==> src/rtl/cpu_pkg.sv <==
// Shared definitions for the multi-cycle RV32I-subset core: opcode and funct
// encodings, the controller state set and the ALU operation set.
package cpu_pkg;

    localparam logic [6:0] OP_RTYPE  = 7'b0110011;
    localparam logic [6:0] OP_IMM    = 7'b0010011;
    localparam logic [6:0] OP_LOAD   = 7'b0000011;
    localparam logic [6:0] OP_STORE  = 7'b0100011;
    localparam logic [6:0] OP_BRANCH = 7'b1100011;

    localparam logic [2:0] F3_ADD_SUB = 3'b000;
    localparam logic [2:0] F3_SLT     = 3'b010;
    localparam logic [2:0] F3_SLTU    = 3'b011;
    localparam logic [2:0] F3_XOR     = 3'b100;
    localparam logic [2:0] F3_OR      = 3'b110;
    localparam logic [2:0] F3_AND     = 3'b111;
    localparam logic [2:0] F3_WORD    = 3'b010;
    localparam logic [2:0] F3_BEQ     = 3'b000;
    localparam logic [2:0] F3_BNE     = 3'b001;

    localparam logic [6:0] F7_BASE = 7'b0000000;
    localparam logic [6:0] F7_SUB  = 7'b0100000;

    typedef enum logic [2:0] {
        ST_BOOT,
        ST_FETCH,
        ST_DECODE,
        ST_EXEC,
        ST_MEM,
        ST_WB,
        ST_HALT
    } state_e;

    typedef enum logic [2:0] {
        ALU_ADD,
        ALU_SUB,
        ALU_AND,
        ALU_OR,
        ALU_XOR,
        ALU_SLT,
        ALU_SLTU
    } alu_op_e;

    // Map an already-legal R-type funct3/funct7 pair onto an ALU operation.
    function automatic alu_op_e rTypeOp(input logic [2:0] f3, input logic [6:0] f7);
        alu_op_e op;
        op = ALU_ADD;
        case (f3)
            F3_ADD_SUB: op = (f7 == F7_SUB) ? ALU_SUB : ALU_ADD;
            F3_SLT:     op = ALU_SLT;
            F3_SLTU:    op = ALU_SLTU;
            F3_XOR:     op = ALU_XOR;
            F3_OR:      op = ALU_OR;
            F3_AND:     op = ALU_AND;
            default:    op = ALU_ADD;
        endcase
        return op;
    endfunction

    // True when a 5-bit register index names an implemented register.
    function automatic logic regInRange(input logic [4:0] idx, input int nregs);
        return (int'({27'b0, idx}) < nregs);
    endfunction

endpackage

==> src/rtl/mc_alu.sv <==
// Single shared ALU: arithmetic/logic results plus a zero flag that the
// controller uses for branch comparison (SUB result == 0 means equal).
module mc_alu
    import cpu_pkg::*;
#(
    parameter int XLEN = 32
) (
    input  alu_op_e          op_i,
    input  logic [XLEN-1:0]  a_i,
    input  logic [XLEN-1:0]  b_i,
    output logic [XLEN-1:0]  y_o,
    output logic             zero_o
);

    // Purely combinational operation select.
    always_comb begin
        y_o = '0;
        case (op_i)
            ALU_ADD:  y_o = a_i + b_i;
            ALU_SUB:  y_o = a_i - b_i;
            ALU_AND:  y_o = a_i & b_i;
            ALU_OR:   y_o = a_i | b_i;
            ALU_XOR:  y_o = a_i ^ b_i;
            ALU_SLT:  y_o = {{(XLEN-1){1'b0}}, ($signed(a_i) < $signed(b_i))};
            ALU_SLTU: y_o = {{(XLEN-1){1'b0}}, (a_i < b_i)};
            default:  y_o = '0;
        endcase
    end

    assign zero_o = (y_o == '0);

endmodule

==> src/rtl/multicycle_cpu.sv <==
// Multi-cycle RV32I-subset core. One FSM sequences fetch, decode, execute,
// memory and writeback over a single ready-handshaked memory port and a single
// ALU. Illegal instructions and misaligned accesses park the core in HALT.
module multicycle_cpu
    import cpu_pkg::*;
#(
    parameter int              XLEN     = 32,
    parameter int              NREGS    = 32,
    parameter logic [XLEN-1:0] RESET_PC = '0
) (
    input  logic             clk,
    input  logic             reset,
    output logic             mem_req,
    output logic             mem_we,
    output logic [XLEN-1:0]  mem_addr,
    output logic [XLEN-1:0]  mem_wdata,
    input  logic [XLEN-1:0]  mem_rdata,
    input  logic             mem_ready,
    output logic             halted,
    output logic [XLEN-1:0]  instret
);

    localparam int              IDXW    = $clog2(NREGS);
    localparam logic [XLEN-1:0] PC_STEP = XLEN'(4);
    localparam logic [XLEN-1:0] ONE     = XLEN'(1);

    state_e            state_q, state_d;
    logic [XLEN-1:0]   pc_q, pc_d;
    logic [XLEN-1:0]   oldPc_q, oldPc_d;
    logic [31:0]       ir_q, ir_d;
    logic [XLEN-1:0]   opA_q, opA_d;
    logic [XLEN-1:0]   opB_q, opB_d;
    logic [XLEN-1:0]   result_q, result_d;
    logic [XLEN-1:0]   memAddr_q, memAddr_d;
    logic [XLEN-1:0]   instret_q, instret_d;
    logic [XLEN-1:0]   regs_q [NREGS];

    logic [6:0]        opcode;
    logic [4:0]        rd, rs1, rs2;
    logic [2:0]        f3;
    logic [6:0]        f7;
    logic [XLEN-1:0]   immI, immS, immB;
    logic              isR, isAddi, isLoad, isStore, isBranch, legal;
    logic [XLEN-1:0]   rdata1, rdata2;
    logic              regWe;

    alu_op_e           aluOp;
    logic [XLEN-1:0]   aluB, aluY;
    logic              aluZero;
    logic              branchTaken;

    assign opcode = ir_q[6:0];
    assign rd     = ir_q[11:7];
    assign f3     = ir_q[14:12];
    assign rs1    = ir_q[19:15];
    assign rs2    = ir_q[24:20];
    assign f7     = ir_q[31:25];

    assign immI = {{(XLEN-12){ir_q[31]}}, ir_q[31:20]};
    assign immS = {{(XLEN-12){ir_q[31]}}, ir_q[31:25], ir_q[11:7]};
    assign immB = {{(XLEN-12){ir_q[31]}}, ir_q[7], ir_q[30:25], ir_q[11:8], 1'b0};

    // Instruction classification and legality, including the register-index
    // range check that makes the NREGS=16 build behave as RV32E.
    always_comb begin
        isR      = (opcode == OP_RTYPE) &&
                   (((f7 == F7_BASE) && (f3 != 3'b001) && (f3 != 3'b101)) ||
                    ((f7 == F7_SUB) && (f3 == F3_ADD_SUB)));
        isAddi   = (opcode == OP_IMM) && (f3 == F3_ADD_SUB);
        isLoad   = (opcode == OP_LOAD) && (f3 == F3_WORD);
        isStore  = (opcode == OP_STORE) && (f3 == F3_WORD);
        isBranch = (opcode == OP_BRANCH) && ((f3 == F3_BEQ) || (f3 == F3_BNE));
        legal    = (isR || isAddi || isLoad || isStore || isBranch) &&
                   regInRange(rs1, NREGS) &&
                   (!(isR || isStore || isBranch) || regInRange(rs2, NREGS)) &&
                   (!(isR || isAddi || isLoad) || regInRange(rd, NREGS));
    end

    assign rdata1 = ((rs1 != 5'd0) && regInRange(rs1, NREGS)) ? regs_q[rs1[IDXW-1:0]] : '0;
    assign rdata2 = ((rs2 != 5'd0) && regInRange(rs2, NREGS)) ? regs_q[rs2[IDXW-1:0]] : '0;

    // ALU operand/operation steering for the EXEC state.
    always_comb begin
        aluOp = ALU_ADD;
        aluB  = immI;
        if (isR) begin
            aluOp = rTypeOp(f3, f7);
            aluB  = opB_q;
        end else if (isBranch) begin
            aluOp = ALU_SUB;
            aluB  = opB_q;
        end else if (isStore) begin
            aluB  = immS;
        end
    end

    mc_alu #(.XLEN(XLEN)) u_alu (
        .op_i   (aluOp),
        .a_i    (opA_q),
        .b_i    (aluB),
        .y_o    (aluY),
        .zero_o (aluZero)
    );

    assign branchTaken = (f3 == F3_BEQ) ? aluZero : !aluZero;

    // Controller next-state and memory-port outputs; the port is driven only
    // in FETCH/MEM so its signals stay constant while a transaction stalls.
    always_comb begin
        state_d   = state_q;
        pc_d      = pc_q;
        oldPc_d   = oldPc_q;
        ir_d      = ir_q;
        opA_d     = opA_q;
        opB_d     = opB_q;
        result_d  = result_q;
        memAddr_d = memAddr_q;
        instret_d = instret_q;
        regWe     = 1'b0;
        mem_req   = 1'b0;
        mem_we    = 1'b0;
        mem_addr  = '0;
        mem_wdata = '0;
        case (state_q)
            ST_BOOT: state_d = ST_FETCH;
            ST_FETCH: begin
                if (pc_q[1:0] != 2'b00) begin
                    state_d = ST_HALT;
                end else begin
                    mem_req  = 1'b1;
                    mem_addr = pc_q;
                    if (mem_ready) begin
                        ir_d    = mem_rdata[31:0];
                        oldPc_d = pc_q;
                        pc_d    = pc_q + PC_STEP;
                        state_d = ST_DECODE;
                    end
                end
            end
            ST_DECODE: begin
                if (!legal) begin
                    state_d = ST_HALT;
                end else begin
                    opA_d   = rdata1;
                    opB_d   = rdata2;
                    state_d = ST_EXEC;
                end
            end
            ST_EXEC: begin
                if (isBranch) begin
                    if (branchTaken) begin
                        pc_d = oldPc_q + immB;
                    end
                    instret_d = instret_q + ONE;
                    state_d   = ST_FETCH;
                end else if (isLoad || isStore) begin
                    if (aluY[1:0] != 2'b00) begin
                        state_d = ST_HALT;
                    end else begin
                        memAddr_d = aluY;
                        state_d   = ST_MEM;
                    end
                end else begin
                    result_d = aluY;
                    state_d  = ST_WB;
                end
            end
            ST_MEM: begin
                mem_req  = 1'b1;
                mem_addr = memAddr_q;
                if (isStore) begin
                    mem_we    = 1'b1;
                    mem_wdata = opB_q;
                end
                if (mem_ready) begin
                    if (isStore) begin
                        instret_d = instret_q + ONE;
                        state_d   = ST_FETCH;
                    end else begin
                        result_d = mem_rdata;
                        state_d  = ST_WB;
                    end
                end
            end
            ST_WB: begin
                regWe     = (rd != 5'd0);
                instret_d = instret_q + ONE;
                state_d   = ST_FETCH;
            end
            ST_HALT: state_d = ST_HALT;
            default: state_d = ST_HALT;
        endcase
    end

    // Controller and datapath registers.
    always_ff @(posedge clk or posedge reset) begin
        if (reset) begin
            state_q   <= ST_BOOT;
            pc_q      <= RESET_PC;
            oldPc_q   <= '0;
            ir_q      <= '0;
            opA_q     <= '0;
            opB_q     <= '0;
            result_q  <= '0;
            memAddr_q <= '0;
            instret_q <= '0;
        end else begin
            state_q   <= state_d;
            pc_q      <= pc_d;
            oldPc_q   <= oldPc_d;
            ir_q      <= ir_d;
            opA_q     <= opA_d;
            opB_q     <= opB_d;
            result_q  <= result_d;
            memAddr_q <= memAddr_d;
            instret_q <= instret_d;
        end
    end

    // Architectural register file; x0 is never written.
    always_ff @(posedge clk or posedge reset) begin
        if (reset) begin
            for (int i = 0; i < NREGS; i++) begin
                regs_q[i] <= '0;
            end
        end else if (regWe) begin
            regs_q[rd[IDXW-1:0]] <= result_q;
        end
    end

    assign halted  = (state_q == ST_HALT);
    assign instret = instret_q;

endmodule

==> config.mk <==
export PLATFORM = sky130hd
export DESIGN_NAME = multicycle_cpu
export DESIGN_NICKNAME = d
export VERILOG_FILES = /design/src/rtl/cpu_pkg.sv /design/src/rtl/mc_alu.sv /design/src/rtl/multicycle_cpu.sv
export SDC_FILE = /design/constraint.sdc
export NUM_CORES = 2
export LEC_CHECK = 0
export CAP_MARGIN = 20
export CORE_ASPECT_RATIO = 0.5
export CORE_UTILIZATION = 60
export CTS_BUF_LIST = sky130_fd_sc_hd__clkbuf_8 sky130_fd_sc_hd__clkbuf_16
export CTS_CLUSTER_DIAMETER = 200
export DETAILED_ROUTE_END_ITERATION = 12
export PLACE_DENSITY = 0.79
export SLEW_MARGIN = 5
export SYNTH_ARGS = -nofsm -noshare
export SYNTH_HDL_FRONTEND = slang
export SYNTH_SLANG_ARGS = --single-unit
==> constraint.sdc <==
create_clock -name clk -period 107.7 [get_ports clk]
set_input_delay 10.77 -clock clk [delete_from_list [all_inputs] [get_ports clk]]
set_output_delay 10.77 -clock clk [all_outputs]
set_load 0.03 [all_outputs]
=== Yosys cells after proc, flatten, opt, wreduce, memory -nomap -nowiden ===
Cells that the tools add are included.

* Register bits: 1283
* Input port bits: 35
* Logic and storage cells: 187

* Bitwise gates (word level): 9
* Equality and inequality tests: 36
* Add/sub/neg operators: 5
* Reductions and logical operators: 38
* $lt $le $gt $ge: 6
* Mux-type cells: 52

{| class="wikitable"
|+ Operators by type and width
! operator !! number
|-
| bitwise mux 1024 bit || 1
|-
| 2-to-1 mux 32 bit || 23
|-
| binary-select mux 32 bit (select 5 bit) || 2
|-
| one-hot mux 32 bit (7 select lines) || 1
|-
| one-hot mux 32 bit (2 select lines) || 3
|-
| demux 32 bit (select 5 bit) || 1
|-
| one-hot mux 32 bit (3 select lines) || 1
|-
| adder 32 bit || 2
|-
| less-than comparator 32 bit || 2
|-
| adder 32 x 1 -> 32 bit, second input constant || 1
|-
| adder 32 x 3 -> 32 bit, second input constant || 1
|-
| AND 32 bit || 1
|-
| zero test 32 bit || 1
|-
| bitwise OR 32 bit || 1
|-
| subtractor 32 bit || 1
|-
| XOR 32 bit || 1
|-
| equality test 3 bit, second input constant || 9
|-
| 2-to-1 mux 3 bit || 8
|-
| equality test 7 x 6 -> 1 bit, second input constant || 3
|-
| equality test 3 x 2 -> 1 bit, second input constant || 6
|-
| greater-or-equal comparator 6 bit, second input constant || 3
|-
| inequality test 2 bit, second input constant || 9
|-
| inverter 5 -> 6 bit || 3
|-
| one-hot mux 3 bit (6 select lines) || 1
|-
| 26 further kinds || 61
|}

=== Longest topological paths before layout ===
* Word-level depth: 14
* Depth in mapped cells: 26
* Mapped depth without buffers: 22

=== By module ===
From an unflattened synthesis, not the netlist that was laid out.

* Cells, all modules: 5460
* Area total of the unflattened synthesis: 72752.3 sq um

{| class="wikitable"
|+ Modules (own cells, without submodules)
! module !! cells an instance !! times used !! area an instance (sq um)
|-
| multicycle_cpu || 4589 || 1 || 66983.0
|-
| mc_alu || 871 || 1 || 5769.3
|}

=== Worst setup path before layout ===
OpenSTA, ideal clock, no wires.

* Path kind: reg-to-output
* From: register ir_q[14]
* To: output port mem_wdata[22]
* Buffers on the path: 2
* Arrival time: 2.423 ns
* Slack: 94.507 ns
* Cell stages (with the launch flop): 8
* Cells stage by stage: dfrtp_1 -> buf_2 -> nor2_1 -> and4b_1 -> nand2_1 -> nor2_1 -> clkbuf_1 -> and2_1

* Longest elaborated chain between the ends: 4

{| class="wikitable"
|+ RTL lines
! what !! RTL line !! text
|-
| start, declared || multicycle_cpu.sv:30 || <nowiki>logic [31:0] ir_q, ir_d;</nowiki>
|-
| start signal, assigned || multicycle_cpu.sv:211 || <nowiki>ir_q <= ir_d;</nowiki>
|-
| equality test 3 x 2 -> 1 bit || multicycle_cpu.sv:71 || <nowiki>isStore = (opcode == OP_STORE) && (f3 == F3_WORD);</nowiki>
|-
| logical AND 1 bit || multicycle_cpu.sv:71 ||
|-
| 2-to-1 mux 32 bit || multicycle_cpu.sv:171 || <nowiki>if (isStore) begin</nowiki>
|-
| 2-to-1 mux 32 bit || multicycle_cpu.sv:124 || <nowiki>case (state_q)</nowiki>
|-
| end, declared || multicycle_cpu.sv:16 || <nowiki>output logic [XLEN-1:0] mem_wdata,</nowiki>
|}

No other way between the ends.

=== Worst setup path after layout ===
* From: register ir_q[12]
* To: output port mem_wdata[24]

The elaborated chain is that of the path after synthesis.

==> reports/results.tsv <==
metric	value	unit
CTS sink count	1283	
Post-CTS Resized	0	
Startpoint Class	flop	
hold path startpoint	regs_q[1016]	
placer's final routability congestion estimate	0.991	
share of the synthesized area in the top cell type	0.442	
cells after synthesis	5410	
chip width	494	um
DRC Markers	0	
worst path cell trace	nor2_1, and4b_1, nand2_1, nor2_2, buf_4, and2_1, clkdlybuf4s50_1	
Min-Delay Path Class	reg2reg	
power per cell area	11.8	nW/um2
DP HPWL	139000	um
Cell Area, Synth	72600	um2
flop2flop setup slack	98.88	ns
via count	50600	
final wirelength	227000	um
asr flop ratio synth	1.00	
port bufs	133	
YS warnings	0	
setup bufs post-CTS	0	
slew margin rel.	0.118	
vias in the first global route	50300	
io pins	134	
Die H	248	um
initial DRC count	7097	
number of synthesized flops with an enable pin	0	
Root Buffer	clkbuf_16	
global route total overflow	0	
Routed WL per cell	32.6	um
via-per-instance ratio	7.28	
upper clock frequency limit	66.2	MHz
Max rail drop VDD	0.0000140	V
hold_buf cts	0	
Worst path max stage delay	0.68	ns
CTS clock-pin slew for the worst setup and hold paths	0.07	ns
Synth Register Bits	1283	
Worst Path Arrival	4.35	ns
CTS tree	done	
H-tree Lvls	3	
Max Cap Viol	0	
CORE AREA	119000	um2
Initial Util	0.610	
LEAKAGE	35.3	nW
ys flop type	dfrtp_1	
Synth area leaders	dfrtp_1 (44%), mux4_2 (20%), mux2_2 (16%)	
Pins Over Slew Limit	0	
Setup crit start	ir_q[12]	
antenna violations before repair	19	
hold worst-path end	regs_q[1016]	
Unique masters post-synth	99	
Cell Count Post-Placement	6717	
RR Endpoint	pc_q[11]	
NumNets Final	5435	
slowest cell on the critical path	clkdlybuf4s50_1	
RR Startpoint	ir_q[26]	
Final period util	0.140	
Final Setup Violations	0	
CP max FO	21	
cell taking the most area after synthesis	dfrtp_1	
CTS Buffer Depth	3	
CP required	96.93	ns
minimum clock period	15.12	ns
share of cells above drive strength 1	0.391	
Pre-Repair DR Iteration Count	6	
worst hold stages	0	
syn nets	5593	
total die area	122000	um2
RSZ-0062 raised after global routing	no	
syn_area_per_cell	13.4	um2
critical path type	reg2out	
setup_tns	0	ns
Row Count	89	
Global Route Usage Sum	0.374	
Slew @ Worst Pin	1.31	ns
first-pass GRT wire length	334000	um
post-synthesis sequential area ratio	0.442	
non-filler instance count after layout	6948	
Worst-Skew Late Latency	0.76	ns
Final Core Density	0.666	
Routed Antenna Nets	0	
Setup crit end kind	output pin	
CTS buffer count	113	
clk_skew	0.0305	ns
status	finished clean	
Final Hold Vio Count	0	
area grow syn2layout	9.19	%
cells on worst reg2reg path	23	
largest net degree at the start of global routing	190	
[Yosys cell counts (all sizes together), types with 7 or more instances]
cell	instances
dfrtp	1283
mux2	1065
mux4	640
clkbuf	344
nand2	287
o21ai	195
a21oi	183
nor2	176
buf	170
ha	145
inv	122
mux2i	89
nand3	69
and2	55
xnor2	49
nor3	44
a31oi	43
and3	36
a21o	35
a22o	29
nand4	27
nor4	21
o22a	21
nor2b	20
a211oi	17
o211ai	16
o21bai	15
or3	15
nand2b	13
xor2	13
o21a	12
o31ai	12
a22oi	11
a221oi	9
a211o	8
a41oi	7
o221a	7
or4	7
[placed cells by master, fill, tap and decap left out, types with 88 or more instances in the layout]
cell             Yosys  routed
a21oi_1            183     183
buf_4                3      88
clkbuf_16            0     114
clkdlybuf4s50_1      0     133
dfrtp_1           1283    1273
ha_1               145     145
inv_1              120     138
mux2_2            1063    1063
mux2i_1             89      88
mux4_2             640     640
nand2_1            286     267
nor2_1             176     167
o21ai_0            173     173
[per-layer routing]
layer  vias up  track usage  wire length (um)
met1     26500        0.508             85600
met2      3301        0.544             98700
met5         -            0                13
met3       638        0.139             31900
met4         2        0.161             10400
li1      20100            -                 -
[report_power, final]
part	internal (mW)	switching [mW]
sequential	0.482	0
clock	0.244	0.194
combinational	0.00188	0.0104
total	0.727	0.205
[sequential cells by signal, summed over array words and instances (netlist names)]
signal     count
opB_q         32
pc_q          32
ir_q          32
regs_q      1024
state_q        3
oldPc_q       32
result_q      32
opA_q         32
instret       32
memAddr_q     32
[area by class of cell]
type	count	area [um2]
fill	7945	39700
tap	1592	1990
antenna	9	22.5
inverter	122	465
multi-input combinational	3491	38200
clock inverter	73	811
clock buffer	137	3170
sequential	1283	32100
timing repair buffer	241	2440
[worst max-delay path by stage]
stage                     to  slack, ns  cells past startpoint
2_1_floorplan     instret[0]      60.77                      1
3_3_place_gp     regs_q[539]      93.06                      5
3_5_place_dp     regs_q[539]      92.91                      5
4_1_cts        mem_wdata[24]      92.67                      7
5_1_grt        mem_wdata[29]      92.49                      7
6_report       mem_wdata[24]      92.58                      7
[kinds of logic after synthesis]
| family | Yosys count | synth area share |
|---|---|---|
| AND/OR/NAND/NOR | 798 | 0.0531 |
| buffers and inverters | 636 | 0.0338 |
| XOR/XNOR | 62 | 0.00748 |
| flip-flops | 1283 | 0.442 |
| AO/OA/AOI/OAI | 689 | 0.0612 |
| multiplexers | 1794 | 0.376 |
| adder cells (fa/ha/maj) | 148 | 0.0258 |
[critical path, delay by kind of cell (launching register included)]
kind	cells	cell delay (ns)
AND/OR/NAND/NOR	5	1.96
buffers and inverters	2	1.10
flip-flops	1	0.53
[stage by stage]
step / cell area, um2 / setup slack (ns) / hold slack, ns / power [mW]
floorplan: 72600 / 60.77 / 0.441 / 0.499
global placement: 74900 / 93.06 / 0.376 / 0.503
global route: 79200 / 92.49 / 0.409 / 0.954
finish: 79200 / 92.58 / 0.398 / 0.932
CTS: 78900 / 92.67 / 0.398 / 0.934
detailed placement: 74900 / 92.91 / 0.384 / 0.503
(Power assumes the default switching activity.)
